<file path="src/rtl/dmem_pkg.sv">
// Shared types and constants for the two-master data-memory arbiter.
package dmem_pkg;

    localparam int NUM_MASTERS = 2;
    localparam logic [3:0] BE_FULL = 4'hF;

    typedef enum logic [1:0] {IDLE, RD, WR, RESP} state_t;

    typedef enum logic [$clog2(NUM_MASTERS)-1:0] {
        M0 = 1'b0,
        M1 = 1'b1
    } master_t;

endpackage

</file>
<file path="src/rtl/dmem_arbiter_byte_merge.sv">
// Combinational lane merge used to turn a partial-word store into a full-word write.
module byte_merge #(
    parameter int DATA_W = 32
) (
    input  logic [DATA_W-1:0]   wdata,
    input  logic [DATA_W-1:0]   rdata,
    input  logic [DATA_W/8-1:0] be,
    output logic [DATA_W-1:0]   merged
);

    always_comb begin
        merged = rdata;
        for (int i = 0; i < DATA_W / 8; i++) begin
            if (be[i]) merged[8*i +: 8] = wdata[8*i +: 8];
        end
    end

endmodule

</file>
<file path="src/rtl/dmem_arbiter.sv">
// Serialises two masters onto a word-wide memory; partial stores become read-modify-write.
module dmem_arbiter
    import dmem_pkg::*;
#(
    parameter bit RR_EN  = 1'b1,
    parameter int DATA_W = 32
) (
    input  logic                clk,
    input  logic                rst,
    input  logic                m0_req,
    input  logic                m0_we,
    input  logic [31:0]         m0_addr,
    input  logic [DATA_W-1:0]   m0_wdata,
    input  logic [DATA_W/8-1:0] m0_be,
    output logic                m0_gnt,
    output logic                m0_rvalid,
    output logic [DATA_W-1:0]   m0_rdata,
    input  logic                m1_req,
    input  logic                m1_we,
    input  logic [31:0]         m1_addr,
    input  logic [DATA_W-1:0]   m1_wdata,
    input  logic [DATA_W/8-1:0] m1_be,
    output logic                m1_gnt,
    output logic                m1_rvalid,
    output logic [DATA_W-1:0]   m1_rdata,
    output logic                mem_wen,
    output logic                mem_ren,
    output logic [31:0]         mem_addr,
    output logic [DATA_W-1:0]   mem_data_i,
    input  logic [DATA_W-1:0]   mem_data_o
);

    state_t              state;
    master_t             owner;
    master_t             last_grant;
    master_t             pick;
    logic                lat_we;
    logic [DATA_W-1:0]   lat_wdata;
    logic [DATA_W/8-1:0] lat_be;
    logic [DATA_W-1:0]   rdata;
    logic [DATA_W-1:0]   merged;

    logic                sel_we;
    logic [29:0]         sel_word;
    logic [DATA_W-1:0]   sel_wdata;
    logic [DATA_W/8-1:0] sel_be;

    // Byte offset bits never reach the memory.
    logic unused_addr_bits;
    assign unused_addr_bits = ^{m0_addr[1:0], m1_addr[1:0]};

    assign m0_rdata = rdata;
    assign m1_rdata = rdata;

    byte_merge #(.DATA_W(DATA_W)) u_merge (
        .wdata  (lat_wdata),
        .rdata  (mem_data_o),
        .be     (lat_be),
        .merged (merged)
    );

    // On contention the round-robin pointer favours whoever did not win last time.
    always_comb begin
        pick = M0;
        if (m0_req && m1_req) begin
            pick = (RR_EN && last_grant == M0) ? M1 : M0;
        end else if (m1_req) begin
            pick = M1;
        end
        sel_we    = (pick == M1) ? m1_we          : m0_we;
        sel_word  = (pick == M1) ? m1_addr[31:2]  : m0_addr[31:2];
        sel_wdata = (pick == M1) ? m1_wdata       : m0_wdata;
        sel_be    = (pick == M1) ? m1_be          : m0_be;
    end

    always_ff @(posedge clk) begin
        if (rst) begin
            state      <= IDLE;
            owner      <= M0;
            last_grant <= M1;
            lat_we     <= 1'b0;
            lat_wdata  <= '0;
            lat_be     <= '0;
            rdata      <= '0;
            m0_gnt     <= 1'b0;
            m1_gnt     <= 1'b0;
            m0_rvalid  <= 1'b0;
            m1_rvalid  <= 1'b0;
            mem_wen    <= 1'b0;
            mem_ren    <= 1'b0;
            mem_addr   <= '0;
            mem_data_i <= '0;
        end else begin
            m0_gnt <= 1'b0;
            m1_gnt <= 1'b0;
            case (state)
                IDLE: begin
                    if (m0_req || m1_req) begin
                        owner      <= pick;
                        last_grant <= pick;
                        lat_we     <= sel_we;
                        lat_wdata  <= sel_wdata;
                        lat_be     <= sel_be;
                        m0_gnt     <= (pick == M0);
                        m1_gnt     <= (pick == M1);
                        if (!sel_we || (sel_be != BE_FULL && sel_be != '0)) begin
                            state    <= RD;
                            mem_ren  <= 1'b1;
                            mem_addr <= {sel_word, 2'b00};
                        end else if (sel_be == BE_FULL) begin
                            state      <= WR;
                            mem_wen    <= 1'b1;
                            mem_addr   <= {sel_word, 2'b00};
                            mem_data_i <= sel_wdata;
                        end else begin
                            state <= RESP;
                        end
                    end
                end
                RD: begin
                    mem_ren <= 1'b0;
                    if (lat_we) begin
                        state      <= WR;
                        mem_wen    <= 1'b1;
                        mem_data_i <= merged;
                    end else begin
                        state     <= RESP;
                        mem_addr  <= '0;
                        rdata     <= mem_data_o;
                        m0_rvalid <= (owner == M0);
                        m1_rvalid <= (owner == M1);
                    end
                end
                WR: begin
                    state      <= RESP;
                    mem_wen    <= 1'b0;
                    mem_addr   <= '0;
                    mem_data_i <= '0;
                    rdata      <= '0;
                    m0_rvalid  <= (owner == M0);
                    m1_rvalid  <= (owner == M1);
                end
                RESP: begin
                    // A zero-enable store enters here without rvalid; it spends one
                    // extra cycle so its response lands at the same latency as a full write.
                    if (m0_rvalid || m1_rvalid) begin
                        state     <= IDLE;
                        m0_rvalid <= 1'b0;
                        m1_rvalid <= 1'b0;
                        rdata     <= '0;
                    end else begin
                        rdata     <= '0;
                        m0_rvalid <= (owner == M0);
                        m1_rvalid <= (owner == M1);
                    end
                end
                default: state <= IDLE;
            endcase
        end
    end

endmodule

</file>
<file path="config.mk">
export PLATFORM = sky130hd
export DESIGN_NAME = dmem_arbiter
export DESIGN_NICKNAME = d
export VERILOG_FILES = /design/src/rtl/dmem_pkg.sv /design/src/rtl/dmem_arbiter_byte_merge.sv /design/src/rtl/dmem_arbiter.sv
export SDC_FILE = /design/constraint.sdc
export NUM_CORES = 1
export LEC_CHECK = 0
export CAP_MARGIN = 20
export CORE_MARGIN = 2
export CORE_UTILIZATION = 45
export DETAILED_ROUTE_END_ITERATION = 8
export GPL_TIMING_DRIVEN = 0
export PLACE_DENSITY = 0.86
export REMOVE_ABC_BUFFERS = 1
export SLEW_MARGIN = 5
export SYNTH_ARGS = -nofsm -noshare
export SYNTH_HDL_FRONTEND = slang
export SYNTH_SLANG_ARGS = --single-unit
</file>
<file path="constraint.sdc">
create_clock -name clk -period 4.15 [get_ports clk]
set_clock_uncertainty 0.15 [all_clocks]
set_input_delay 0.83 -clock clk [delete_from_list [all_inputs] [get_ports clk]]
set_output_delay 0.83 -clock clk [all_outputs]
set_load 0.01 [all_outputs]
</file>
==> results.txt <==
Cell at the root of the clock tree: sky130_fd_sc_hd__clkbuf_16. In this design, the largest share of critical-path delay is due to compound AO/OA/AOI/OAI gates. For the number of clock sinks, the log shows 141.

The share of cells above drive strength 1 came out at 0.0512. The run gives 0.0888 ns as the worst slack after detailed placement. The overall die area came out at 16,000 sq um. The flow ran to the end, and the final reports show no timing, DRC or antenna violations.

For the final count of negative-setup-slack endpoints, the log shows 0. The clock reaches the later pin of the worst-skew pair after 0.42 ns. The cell area that synthesis handed to floorplanning was 6740 sq um. Overall track demand over capacity in global routing: 0.277.

Final weighted congestion in routability-driven placement: 0.795. The finished layout holds 1,259 standard cells, fillers aside. The tools report the number of antenna violations at the first check in global routing as 0. The synthesized design contains 141 register bits. The total via count in the routed design is 6,988. The top cell types in the final layout, fill and taps aside, are 300 x sky130_fd_sc_hd__clkdlybuf4s50_1, 199 x sky130_fd_sc_hd__nand2_1, 141 x sky130_fd_sc_hd__dfxtp_1. The total overflow reported by the global router is 0.

The number of distinct library cell variants in the gate-level netlist after synthesis was 35; the die span in x was 126 microns. The tools report the initial standard-cell utilization of the core as 0.462. The net count of the finished layout is 1,241. The tools report the max-slew violation total from the final report as 0.

The max-capacitance violation count was 0; the average footprint of a synthesized cell was 8.02 sq um. The most common cell after layout, fill and taps aside is sky130_fd_sc_hd__clkdlybuf4s50_1. The signal on the critical path passes through clkdlybuf4s50_1 > a21bo_4 > buf_12 > mux2_4 > a211o_2 > buf_12 > a211o_1 > a21oi_1. The clock transition at the registers of the reported paths came out at 0.06 ns. Sorting the synthesized cells by area gives the leading types as sky130_fd_sc_hd__dfxtp_1 42%, sky130_fd_sc_hd__nand2_1 11%, sky130_fd_sc_hd__mux2i_1 10%. The most used flip-flop cell after synthesis is sky130_fd_sc_hd__dfxtp_1. The yosys synthesis warning count was 0. The final layout contains routed wiring with a total length of 22,800 microns.

The minimum setup slack in the final design is 0.488 ns. The clock passes through at most 2 buffers. In this run, the number of DRC markers left after iteration 0 of detailed routing was 477. Detail-routed via count per cell: 5.55.

After detailed routing, the number of remaining DRC violations is 0. Entering global routing, the biggest net connects 77 pins. The count of pins on the block boundary came out at 308. The detail route stage leaves a number of antenna-violating nets equal to 0. The cell that appears most often on the critical path is sky130_fd_sc_hd__buf_12. The worst reg2reg path startpoint was state[0]$_SDFFE_PP0P_. STA classifies the critical path endpoint as a register. In this run, post-CTS hold repair placed 0 buffers. The total core area was 14,600 sq um; the worst endpoint required time was 4.35 ns. The average wire per standard cell came out at 18.1 microns.

The cell taking the most area after synthesis is sky130_fd_sc_hd__dfxtp_1. The floorplan die height came out at 126 microns. Data arrives at the worst endpoint at 3.86 ns. The total iterations of the first detailed-routing run is 5.

The highest clock frequency the design can meet is 0.273 GHz, and the number of filler instances in the final layout is 1,110. The first global-routing pass estimated 35,500 microns of wire. The top-area cell type share of the netlist area is 0.419, and the largest stage delay on the critical path is 0.66 ns. Placed wire-length estimate: 15,200 microns. The worst hold path was traced through 2 stages. The number of clock buffers added by TritonCTS is 17. The sequential share of the synthesized area was 0.419. The count of instances resized after the clock tree is built is 0, and the setup slack of the most critical reg-to-reg path is 0.86 ns.

The startpoint identified for the worst hold timing path is mem_data_i[23]$_SDFFE_PP0P_. The reg-to-reg critical path endpoint is mem_data_i[3]$_SDFFE_PP0P_. The final critical-path share of the clock period works out to 0.882.

The critical path in this run is classified as in -> reg. Utilization of the core after routing: 0.707. Setup repair after global routing left no endpoint under its margin. The terminating pin of the worst hold path is mem_data_i[23]$_SDFFE_PP0P_. Input and output buffers added on the ports amount to 301. In this run, placement finished with an instance count of 1,227. The number of buffers and inverters on the critical path is 3.

The measured slew at the worst slew-check pin is 0.947 ns, and the antenna diode instance count is 0. In this run the power density over the cells is 751 nW/um^2. The number of synthesized flops with an enable pin was 0. For the setup fix buffers added after clock tree synthesis, the log shows 0. For the number of global-route vias before repair, the log shows 6,858. The logs give 0.367 for the relative max-transition margin and 0.458 mV for the worst voltage drop across the vdd grid. TritonCTS built the clock tree. Share of synthesized registers carrying an async set or reset: 0. The static leakage was 0.00389 uW. The number of levels the H-tree was split into was 4; the minimum clock period after layout was 3.66 ns.

The run gives 0 as the final hold violation count. The tools report the critical path startpoint category as an input port. The area growth from synthesis to final layout came out at 53.0%.

For this design, the slowest cell found on the critical path is sky130_fd_sc_hd__clkdlybuf4s50_1. For the post-route worst hold slack, the log shows 0.296 ns. Type of the tightest min-delay check: reg -> reg. Measured in cells, the most critical reg-to-reg path has a length of 8. Of all nets on the critical path, the largest fanout is 44. Synthesis handed over a netlist of 840 instances. The floorplan has 44 rows.
[worst max path at each step]
stage / from / end / slack, ns / depth (start not counted)
floorplan: m1_req / mem_data_i[0]$_SDFFE_PP0P_ / -0.42 / 5
global route: m0_req / mem_addr[9]$_SDFFE_PP0P_ / 0.36 / 8
CTS: m0_req / mem_addr[5]$_SDFFE_PP0P_ / 0.51 / 8
global placement: m1_req / mem_data_i[26]$_SDFFE_PP0P_ / -3.64 / 6
finish: m0_req / mem_addr[2]$_SDFFE_PP0P_ / 0.49 / 8
detailed placement: m0_req / mem_addr[5]$_SDFFE_PP0P_ / 0.09 / 8
[per-stage QoR]
step	instance area [sq um]	TNS, ns	total power, uW
2_1_floorplan	6160	-16.38	4120
3_3_place_gp	9410	-290.81	5840
3_5_place_dp	9710	0	6160
4_1_cts	10300	0	7750
5_1_grt	10300	0	8160
6_report	10300	0	7740
[sequential cells by signal, indices dropped and copies added, names as in the netlist]
| name | count |
|---|---|
| mem_ren | 1 |
| m0_gnt | 1 |
| owner | 1 |
| state | 2 |
| mem_wen | 1 |
| mem_data_i | 32 |
| m1_rvalid | 1 |
| lat_we | 1 |
| lat_wdata | 32 |
| m0_rvalid | 1 |
| m0_rdata | 32 |
| mem_addr | 30 |
| last_grant | 1 |
| m1_gnt | 1 |
| lat_be | 4 |
[per-layer routing]
| layer | part of all wire | global-route usage | wire length [microns] |
|---|---|---|---|
| met5 | 0 | 0 | 0 |
| met4 | 0.019 | 0.0989 | 434 |
| met3 | 0.082 | 0.0717 | 1870 |
| met2 | 0.51 | 0.479 | 11600 |
| met1 | 0.39 | 0.331 | 8880 |
[layout make-up]
cell class	count	area (sq um)	share of cell area
inverter	3	11.3	0.00109
sequential	141	2820	0.274
tap	184	230	0.0223
multi-input combinational	589	3400	0.330
clock buffer	22	494	0.0479
clock inverter	10	110	0.0107
timing repair buffer	310	3240	0.314
[power breakdown]
group | internal [uW] | switching [uW] | leakage, uW | total (uW)
sequential | 1860 | 368 | 0.00116 | 2220
clock | 963 | 589 | 0.000302 | 1550
combinational | 1840 | 2120 | 0.00243 | 3960
[synthesized netlist by cell type (2+ instances only)]
library cell / number
sky130_fd_sc_hd__nand2_1: 199
sky130_fd_sc_hd__dfxtp_1: 141
sky130_fd_sc_hd__a21oi_1: 98
sky130_fd_sc_hd__mux2i_1: 67
sky130_fd_sc_hd__clkbuf_1: 56
sky130_fd_sc_hd__nor2_1: 50
sky130_fd_sc_hd__buf_4: 34
sky130_fd_sc_hd__a211oi_1: 33
sky130_fd_sc_hd__nand3_1: 33
sky130_fd_sc_hd__o22ai_1: 32
sky130_fd_sc_hd__a211o_1: 31
sky130_fd_sc_hd__a311oi_1: 7
sky130_fd_sc_hd__buf_1: 7
sky130_fd_sc_hd__buf_2: 6
sky130_fd_sc_hd__buf_6: 5
sky130_fd_sc_hd__ha_1: 5
sky130_fd_sc_hd__nor3_1: 5
sky130_fd_sc_hd__nand2b_1: 4
sky130_fd_sc_hd__inv_1: 3
sky130_fd_sc_hd__nor2b_1: 3
sky130_fd_sc_hd__a22oi_1: 2
sky130_fd_sc_hd__a31oi_1: 2
sky130_fd_sc_hd__nand4_1: 2
sky130_fd_sc_hd__nor4_1: 2
sky130_fd_sc_hd__o21ai_0: 2
sky130_fd_sc_hd__or2_2: 2
[worst min-delay path: cells and delay by family (launching register included)]
family | cells | cell delay (ns)
flip-flops | 1 | 0.30
AND/OR/NAND/NOR | 1 | 0.05
AO/OA/AOI/OAI | 1 | 0.05
[kinds of logic (layout without fill, tap and decap cells)]
group                      count (synthesis)  count (layout)  share of synthesized area
muxes                                     68              68                      0.102
adders and majority gates                  5               5                    0.00929
other                                      1               2                   0.000557
DFF                                      141             141                      0.419
AOI/OAI and AO/OA                        213             213                      0.202
and+or+nand+nor                          301             301                      0.180
buffers and inverters                    111             345                     0.0875
Note: power is estimated with default switching activity, not from simulation.
